===== src/rtl/screen_sequencer_pkg.sv =====
// -----------------------------------------------------------------------------
// screen_pkg
// Shared constants and state encoding for the screen sequencer and its frame
// pass helper. Screen geometry, the two colour codes the drawer uses, and the
// sequencer state enumeration plus small state-class helpers.
// -----------------------------------------------------------------------------
package screen_pkg;

  localparam int SCREEN_W     = 160;
  localparam int SCREEN_H     = 120;
  localparam int FRAME_PIXELS = SCREEN_W * SCREEN_H;

  localparam logic [2:0] COL_BLACK = 3'b000;
  localparam logic [2:0] COL_RED   = 3'b100;

  localparam logic [3:0] ST_CLR_PREP = 4'd0;
  localparam logic [3:0] ST_CLR_DRAW = 4'd1;
  localparam logic [3:0] ST_TTL_PREP = 4'd2;
  localparam logic [3:0] ST_TTL_DRAW = 4'd3;
  localparam logic [3:0] ST_IDLE     = 4'd4;
  localparam logic [3:0] ST_FLS_PREP = 4'd5;
  localparam logic [3:0] ST_FLS_DRAW = 4'd6;
  localparam logic [3:0] ST_GAME     = 4'd7;
  localparam logic [3:0] ST_GO_PREP  = 4'd8;
  localparam logic [3:0] ST_GO_DRAW  = 4'd9;
  localparam logic [3:0] ST_HOLD     = 4'd10;

  typedef enum logic [3:0] {
    CLR_PREP = ST_CLR_PREP,
    CLR_DRAW = ST_CLR_DRAW,
    TTL_PREP = ST_TTL_PREP,
    TTL_DRAW = ST_TTL_DRAW,
    IDLE     = ST_IDLE,
    FLS_PREP = ST_FLS_PREP,
    FLS_DRAW = ST_FLS_DRAW,
    GAME     = ST_GAME,
    GO_PREP  = ST_GO_PREP,
    GO_DRAW  = ST_GO_DRAW,
    HOLD     = ST_HOLD
  } state_t;

  // True in the single realignment cycle that opens every frame pass.
  function automatic logic is_prep(input state_t s);
    return (s == CLR_PREP) || (s == TTL_PREP) || (s == FLS_PREP) || (s == GO_PREP);
  endfunction

  // True while pixels of some screen are being written.
  function automatic logic is_draw(input state_t s);
    return (s == CLR_DRAW) || (s == TTL_DRAW) || (s == FLS_DRAW) || (s == GO_DRAW);
  endfunction

endpackage


===== src/rtl/screen_sequencer_frame_pass.sv =====
// -----------------------------------------------------------------------------
// frame_pass
// Pixel counter shared by every screen. A go cycle (the sequencer's PREP state)
// zeroes the counter and pulses draw_rst_n low; the following NUM_PIXELS cycles
// are the DRAW phase. done flags the last DRAW cycle so the sequencer can move
// on at that edge.
// Ports:
//   clk, rst    clock, asynchronous active-low reset
//   go          sequencer is in a PREP state
//   draw_rst_n  registered active-low drawer address reset (low one cycle)
//   active      registered DRAW indicator, drives the VGA plot enable
//   done        combinational, high on the last DRAW cycle
// -----------------------------------------------------------------------------
module frame_pass #(
  parameter int NUM_PIXELS = 16
) (
  input  logic clk,
  input  logic rst,
  input  logic go,
  output logic draw_rst_n,
  output logic active,
  output logic done
);

  localparam int PW = (NUM_PIXELS > 1) ? $clog2(NUM_PIXELS) : 1;
  localparam logic [PW-1:0] LAST_PIX = PW'(NUM_PIXELS - 1);

  logic          in_draw_r;
  logic [PW-1:0] pix_cnt_r;

  assign done = in_draw_r && (pix_cnt_r == LAST_PIX);

  // PREP/DRAW phase tracking and pixel counter; outputs trail the phase by one
  // clock so they line up with the sequencer's registered strobes.
  always_ff @(posedge clk or negedge rst) begin
    if (!rst) begin
      in_draw_r  <= 1'b0;
      pix_cnt_r  <= '0;
      draw_rst_n <= 1'b1;
      active     <= 1'b0;
    end else begin
      draw_rst_n <= ~go;
      active     <= in_draw_r;
      if (go) begin
        in_draw_r <= 1'b1;
        pix_cnt_r <= '0;
      end else if (done) begin
        in_draw_r <= 1'b0;
        pix_cnt_r <= '0;
      end else if (in_draw_r) begin
        pix_cnt_r <= pix_cnt_r + PW'(1);
      end else begin
        pix_cnt_r <= pix_cnt_r;
      end
    end
  end

endmodule


===== src/rtl/screen_sequencer.sv =====
// -----------------------------------------------------------------------------
// screen_sequencer
// Sequences the full-screen drawer: black clear -> title -> idle with periodic
// flash/title redraws -> black clear -> game -> game-over hold -> title.
// Every output is a register loaded from the state being left at each edge, so
// the visible strobes trail state_r by one clock. game_en additionally looks at
// game_over so that it falls on the same edge the game ends.
// Ports:
//   clk, rst      clock, asynchronous active-low reset
//   start         synchronised start key level (rising edge used)
//   game_over     one-cycle end-of-game pulse, honoured only in GAME
//   showBlack, showTitle, flash, showGameOver   one-hot drawer strobes
//   plot          VGA write enable, high exactly while a strobe is high
//   draw_rst_n    active-low drawer address reset, low one cycle per frame
//   game_en       game logic enable
//   busy          a frame pass (PREP or DRAW) is in progress
// -----------------------------------------------------------------------------
module screen_sequencer #(
  parameter int FRAME_PIXELS = 19200,
  parameter int FLASH_PERIOD = 25000000,
  parameter int HOLD_CYCLES  = 100000000
) (
  input  logic clk,
  input  logic rst,
  input  logic start,
  input  logic game_over,
  output logic showBlack,
  output logic showTitle,
  output logic flash,
  output logic showGameOver,
  output logic plot,
  output logic draw_rst_n,
  output logic game_en,
  output logic busy
);

  import screen_pkg::*;

  localparam int FW = (FLASH_PERIOD > 1) ? $clog2(FLASH_PERIOD) : 1;
  localparam int HW = (HOLD_CYCLES > 1) ? $clog2(HOLD_CYCLES) : 1;
  localparam logic [FW-1:0] FLASH_LAST = FW'(FLASH_PERIOD - 1);
  localparam logic [HW-1:0] HOLD_LAST  = HW'(HOLD_CYCLES - 1);

  state_t        state_r;
  logic          start_d_r;
  logic          pending_r;
  logic          flash_phase_r;
  logic [FW-1:0] flash_tmr_r;
  logic [HW-1:0] hold_tmr_r;

  logic start_edge_s;
  logic ttl_fls_s;
  logic pend_s;
  logic go_s;
  logic pass_done_s;

  assign start_edge_s = start && !start_d_r;
  // Start edges are remembered only while a title or flash pass is running.
  assign ttl_fls_s    = (state_r == TTL_PREP) || (state_r == TTL_DRAW) ||
                        (state_r == FLS_PREP) || (state_r == FLS_DRAW);
  assign pend_s       = pending_r || (ttl_fls_s && start_edge_s);
  assign go_s         = is_prep(state_r);

  frame_pass #(
    .NUM_PIXELS(FRAME_PIXELS)
  ) u_pass (
    .clk        (clk),
    .rst        (rst),
    .go         (go_s),
    .draw_rst_n (draw_rst_n),
    .active     (plot),
    .done       (pass_done_s)
  );

  // Screen state machine with timers, start tracking and registered outputs.
  always_ff @(posedge clk or negedge rst) begin
    if (!rst) begin
      state_r       <= CLR_PREP;
      start_d_r     <= 1'b0;
      pending_r     <= 1'b0;
      flash_phase_r <= 1'b0;
      flash_tmr_r   <= '0;
      hold_tmr_r    <= '0;
      showBlack     <= 1'b0;
      showTitle     <= 1'b0;
      flash         <= 1'b0;
      showGameOver  <= 1'b0;
      game_en       <= 1'b0;
      busy          <= 1'b0;
    end else begin
      start_d_r    <= start;
      showBlack    <= (state_r == CLR_DRAW);
      showTitle    <= (state_r == TTL_DRAW);
      flash        <= (state_r == FLS_DRAW);
      showGameOver <= (state_r == GO_DRAW);
      busy         <= is_prep(state_r) || is_draw(state_r);
      // Drop together with the GAME -> GO_PREP transition, not a clock later.
      game_en      <= (state_r == GAME) && !game_over;

      case (state_r)
        CLR_PREP: state_r <= CLR_DRAW;
        CLR_DRAW: begin
          if (pass_done_s) begin
            if (pending_r) begin
              state_r   <= GAME;
              pending_r <= 1'b0;
            end else begin
              state_r <= TTL_PREP;
            end
          end else begin
            state_r <= CLR_DRAW;
          end
        end
        TTL_PREP: begin
          state_r   <= TTL_DRAW;
          pending_r <= pend_s;
        end
        FLS_PREP: begin
          state_r   <= FLS_DRAW;
          pending_r <= pend_s;
        end
        TTL_DRAW, FLS_DRAW: begin
          pending_r <= pend_s;
          if (pass_done_s) begin
            state_r <= pend_s ? CLR_PREP : IDLE;
          end else begin
            state_r <= state_r;
          end
        end
        IDLE: begin
          // A start edge overrides a flash expiry in the same cycle.
          if (start_edge_s) begin
            state_r       <= CLR_PREP;
            pending_r     <= 1'b1;
            flash_tmr_r   <= '0;
            flash_phase_r <= 1'b0;
          end else if (flash_tmr_r == FLASH_LAST) begin
            state_r       <= flash_phase_r ? TTL_PREP : FLS_PREP;
            flash_tmr_r   <= '0;
            flash_phase_r <= ~flash_phase_r;
          end else begin
            flash_tmr_r <= flash_tmr_r + FW'(1);
          end
        end
        GAME: begin
          if (game_over) begin
            state_r <= GO_PREP;
          end else begin
            state_r <= GAME;
          end
        end
        GO_PREP: state_r <= GO_DRAW;
        GO_DRAW: begin
          if (pass_done_s) begin
            state_r <= HOLD;
          end else begin
            state_r <= GO_DRAW;
          end
        end
        HOLD: begin
          if (hold_tmr_r == HOLD_LAST) begin
            state_r    <= TTL_PREP;
            hold_tmr_r <= '0;
          end else begin
            hold_tmr_r <= hold_tmr_r + HW'(1);
          end
        end
        default: begin
          state_r   <= CLR_PREP;
          pending_r <= 1'b0;
        end
      endcase
    end
  end

endmodule

===== config.mk =====
export PLATFORM = sky130hd
export DESIGN_NAME = screen_sequencer
export DESIGN_NICKNAME = d
export VERILOG_FILES = /design/src/rtl/screen_sequencer_pkg.sv /design/src/rtl/screen_sequencer_frame_pass.sv /design/src/rtl/screen_sequencer.sv
export SDC_FILE = /design/constraint.sdc
export NUM_CORES = 1
export LEC_CHECK = 0
export ABC_AREA = 1
export CORE_MARGIN = 3
export CORE_UTILIZATION = 35
export CTS_BUF_LIST = sky130_fd_sc_hd__clkbuf_2
export DETAILED_ROUTE_END_ITERATION = 16
export SETUP_SLACK_MARGIN = 0.1
export SLEW_MARGIN = 30
export SYNTH_ARGS = -nofsm -noshare
export SYNTH_HDL_FRONTEND = slang
export SYNTH_SLANG_ARGS = --single-unit

===== constraint.sdc =====
create_clock -name clk -period 3.1 [get_ports clk]
set_input_delay 0.62 -clock clk [delete_from_list [all_inputs] [get_ports clk]]
set_output_delay 0.62 -clock clk [all_outputs]
set_load 0.02 [all_outputs]

Word level (Yosys, flattened, before mapping)
Cells that the tools add are included. W data, S select, Z words.

Add/subtract/negate cells: 3. Eq/ne operators: 18. Mux-type cells: 23. Bitwise operators: 3. Reduce and logical (&&, ||, !) cells: 27.

Operators with widths (number): $mux W25 (2); $mux W15 (3); $pmux W4 S10 (1); $add A27 B1 Y27 const B (1); $eq A27 B27 Y1 const B (1); $mux W27 (1); $add A25 B1 Y25 const B (1); $eq A25 B25 Y1 const B (1); $mux W4 (6); $eq A4 B3 Y1 const B (4); $add A15 B1 Y15 const B (1); $eq A15 B15 Y1 const B (1); $eq A4 B4 Y1 const B (3); $logic_or A1 B1 Y1 (11); $mux W3 (3); $eq A4 B2 Y1 const B (2); $ne A2 B2 Y1 const B (4); $reduce_and A3 Y1 (2); $mux W1 (5); $reduce_or A5 Y1 (1); $eq A4 B1 Y1 const B (1); $logic_and A1 B1 Y1 (4); $logic_not A4 Y1 (1); $pmux W1 S4 (1); 9 further kinds (13).

Register bits: 83. Bits of input ports: 4. Output and inout bits: 8. Logic and storage cells: 90.

Depth between registers and ports, before layout
Word-level depth: 9. Mapped depth: 11. Depth with buffers taken out: 11.

Modules after synthesis
Synthesis repeated with hierarchy kept, for this count alone.

Cell total of the unflattened synthesis: 721. Area, all modules: 5024.8 sq um.

Modules (own cells, without submodules): screen_sequencer (times used 1, cells an instance 593, area an instance 4021.4 sq um); frame_pass (times used 1, cells an instance 128, area an instance 1003.5 sq um).

Least setup slack after synthesis
OpenSTA, ideal clock, no wires.

Kind: register to register. Start: reg flash_tmr_r[0]. End: reg flash_tmr_r[19]. Arrival time: 1.463 ns. Required time: 2.981 ns. Setup slack: 1.518 ns. Stages on the path, launching flop included: 12. Cell sequence: dfrtp_1 > ha_1 > nand2_1 > nor2_1 > nand2_1 > nor2_1 > nand2_1 > nand2_1 > nand2_2 > buf_2 > nand2_1 > nor2_1.

Cells in the longest elaborated chain, start to end: 3.

Ends and longest elaborated chain: start: declaration (line screen_sequencer.sv:48) `logic [FW-1:0] flash_tmr_r;`; start signal: assignment (line screen_sequencer.sv:142) `flash_tmr_r <= flash_tmr_r + FW'(1);`; $add A25 B1 Y25 or $eq A25 B25 Y1 (tied branches) (line screen_sequencer.sv:142, screen_sequencer.sv:137); $mux W25 (*) (line screen_sequencer.sv:137) `end else if (flash_tmr_r == FLASH_LAST) begin`; $mux W25 (*) (line screen_sequencer.sv:132) `if (start_edge_s) begin`.

Every way passes the cells marked *; elsewhere a longest branch is shown, timed or not. A chain may end at the register's enable or synchronous reset.

Worst setup path in the final report
Start: reg u_pass.draw_rst_n. End: out draw_rst_n.

RTL lines: start: declaration (line screen_sequencer_frame_pass.sv:20) `output logic draw_rst_n,`; start signal: assignment (line screen_sequencer_frame_pass.sv:42) `draw_rst_n <= ~go;`; end: declaration (line screen_sequencer.sv:32) `output logic draw_rst_n,`.

No word-level cell between the ends.

==> impl_metrics.tcl <==
set metrics [dict create \
    outcome "finished clean" \
    fp.dieW_um 124 \
    cts_root_buf "clkbuf_2" \
    coreArea_um2 13500 \
    fin_crit_sh 0.761 \
    insertion_delay_ns 0.60 \
    finalHoldViolCount 0 \
    relSlewSlack 0.491 \
    grt_pass1_vias 4052 \
    tightestPinTransition_ns 0.763 \
    post_cts_resized 0 \
    wl_per_cell_um 12.6 \
    fin_skew_ns 0.0414 \
    dieArea_um2 15400 \
    grt-ovfl-total 0 \
    viasPerCell 4.90 \
    synth.avg_cell_area_um2 6.92 \
    die_h_um 124 \
    num_rows 42 \
    crit_buf_inv 1 \
    setup-tns-final_ns 0 \
    io_buffer_count 11 \
    fmax_ghz 0.424 \
    start_util 0.363 \
    switchingPower_uw 441 \
    cts_buffer_depth 2 \
    cts_tree "built" \
    p_int_mw 1.28 \
    slew_viol_final 0 \
    leakage_nw 2.54 \
    fin_crit_ns 2.36 \
    io_pins 12 \
    critPathLaunch "u_pass.draw_rst_n" \
    cts_setup_buffers 0 \
    yosysSeqAreaShare 0.425 \
    endpoint_kind "primary output" \
    drive_above_1_share 0.0618 \
    first_pass_iters 8 \
    htree_levels 3 \
    worstPathRequired_ns 2.48 \
    crit_family "buffers and inverters" \
    antenna_found_initial 1 \
    grt_pass1_wl_um 19400 \
    yosysWarnings 0 \
    ys.flop_type "dfrtp_1" \
    grt_start_max_net_pins 84 \
    arrival_ns 1.74 \
    multi_input_comb_area_um2 2450 \
    dpl.hpwl_um 8340 \
    drt-total-wl_um 11400 \
    clock_sinks 83 \
    seq_power_share 0.631 \
    yosysTopAreaCellShare 0.420 \
    synth_cell_types 34 \
    p_sw_frac 0.256 \
    synth.cell_area_um2 4890 \
    ir_worst_vdd_uv 160 \
    path_cells "clkdlybuf4s50_1" \
    hold_path.class "input port to asynchronous set/reset pin" \
    postCtsHoldBufs 0 \
    cp-start-kind "flop" \
    ys_ff_latch 83 \
    share_comb_of_total_power 0.016 \
    max_stage_delay_ns 0.60 \
    final_nets 730 \
    antenna_left 0 \
    clkPwrFrac 0.353 \
    cellPowerDensity_nw_per_um2 324 \
    syn_nets 713 \
    rsz0062_at_grt "no" \
    r2r_start "hold_tmr_r[0]" \
    cts_buffers 9 \
    fillers 1444 \
    drt_iter0_drc 326 \
    synthArstFlopShare 1.00 \
    synth_edf_count 0 \
    drcViolationCount 0 \
    syn_inst 706 \
    slowest_stage "clkdlybuf4s50_1" \
    via_count 4434 \
    area_delta_synth_final_pct 8.76 \
    gp_congestion 0.878 \
    drv_cap 0 \
    crit_fanout 1 \
    yosys-top-cells-count "nand2_1, nor2_1, dfrtp_1, inv_1, nand3_1" \
    setup_violations 0 \
    synth_most_common_cell "nand2_1" \
    regArea_um2 2080 \
    synth_area_leaders "dfrtp_1, nand2_1, nor2_1" \
    yosys.area.top_type "dfrtp_1" \
    track_usage 0.159 \
    critPathKind "flop to primary output" \
    final_util 0.395 \
    clkTransAtPathRegs_ns 0.27 \
]
-- state kept, by name, summed over array words and instances, names as in the netlist, 4 cells and up --
name	flops
flash_tmr_r	25
hold_tmr_r	27
state_r	4
u_pass.pix_cnt_r	15
-- cell families after synthesis --
kind of cell    share of synthesized area
buf+inv                            0.0735
compound gates                     0.0579
simple gates                        0.405
xor+xnor                           0.0305
flops                               0.425
fa+ha+maj                         0.00768
-- per-layer routing --
metal | GRT usage | wire (µm) | vias to the layer above
li1 | - | - | 2266
met4 | 0.0602 | 206 | 0
met5 | 0 | 0 | -
met1 | 0.228 | 5730 | 2043
met2 | 0.240 | 5000 | 106
met3 | 0.0272 | 439 | 19
-- final cells by class --
class,count,share of cell area
antenna,1,0.000471
clock buffer,9,0.00848
clock inverter,7,0.0139
inverter,87,0.0615
multi-input combinational,530,0.461
sequential,83,0.391
tap,176,0.0414
timing repair buffer,12,0.0224
-- power by group through the flow --
| stage | combinational (mW) | sequential, mW | clock, mW |
|---|---|---|---|
| CTS | 0.0306 | 1.09 | 0.639 |
| global route | 0.0337 | 1.09 | 0.683 |
| detailed placement | 0.0305 | 1.10 | 0 |
| global placement | 0.0296 | 1.10 | 0 |
| floorplan | 0.00263 | 1.10 | 0 |
| finish | 0.0278 | 1.09 | 0.608 |
-- cell usage in the layout (no fill, tap or decap), types with 2 or more instances in the layout --
| cell type | instances |
|---|---|
| clkdlybuf4s50_1 | 10 |
| nor4_1 | 2 |
| o21bai_1 | 3 |
| nand2_1 | 215 |
| nor2_4 | 3 |
| xnor2_1 | 4 |
| dfrtp_1 | 82 |
| a31oi_1 | 2 |
| nor2_1 | 126 |
| xor2_1 | 13 |
| nand2_2 | 4 |
| ha_1 | 3 |
| nor3_1 | 25 |
| nand4_1 | 14 |
| o21ai_0 | 19 |
| inv_6 | 2 |
| nand3b_1 | 2 |
| clkbuf_2 | 9 |
| nor3b_1 | 2 |
| o21ai_1 | 10 |
| inv_2 | 8 |
| nand3_1 | 51 |
| a21oi_1 | 16 |
| o211ai_1 | 2 |
| inv_1 | 79 |
| clkinv_2 | 2 |
| nor2_2 | 6 |
-- stage by stage --
| step | cells | setup slack [ns] | power (mW) | hold WS (ns) | instance area [µm²] |
|---|---|---|---|---|---|
| finish | 905 | 0.740 | 1.72 | 0.0107 | 5310 |
| global route | 905 | 0.650 | 1.80 | 0.0107 | 5310 |
| CTS | 904 | 0.672 | 1.76 | 0.00729 | 5310 |
| detailed placement | 888 | 0.783 | 1.13 | 0.487 | 5190 |
| global placement | 888 | 0.878 | 1.13 | 0.473 | 5190 |
| floorplan | 706 | 1.52 | 1.11 | 0.324 | 4890 |
-- path summary, 6_finish.rpt --
| check | cells after the start | slack, ns | endpoint |
|---|---|---|---|
| min | 1 | 0.01 | flash_tmr_r[10] |
| min reg2reg | 1 | 0.51 | u_pass.pix_cnt_r[6] |
| min in group clk | 1 | 0.45 | start_d_r |
| max in group asynchronous | 1 | 2.52 | hold_tmr_r[19] |
| max reg2reg | 10 | 1.06 | hold_tmr_r[23] |
| max | 1 | 0.74 | draw_rst_n |
No activity file was read; power rests on OpenSTA's default activity.
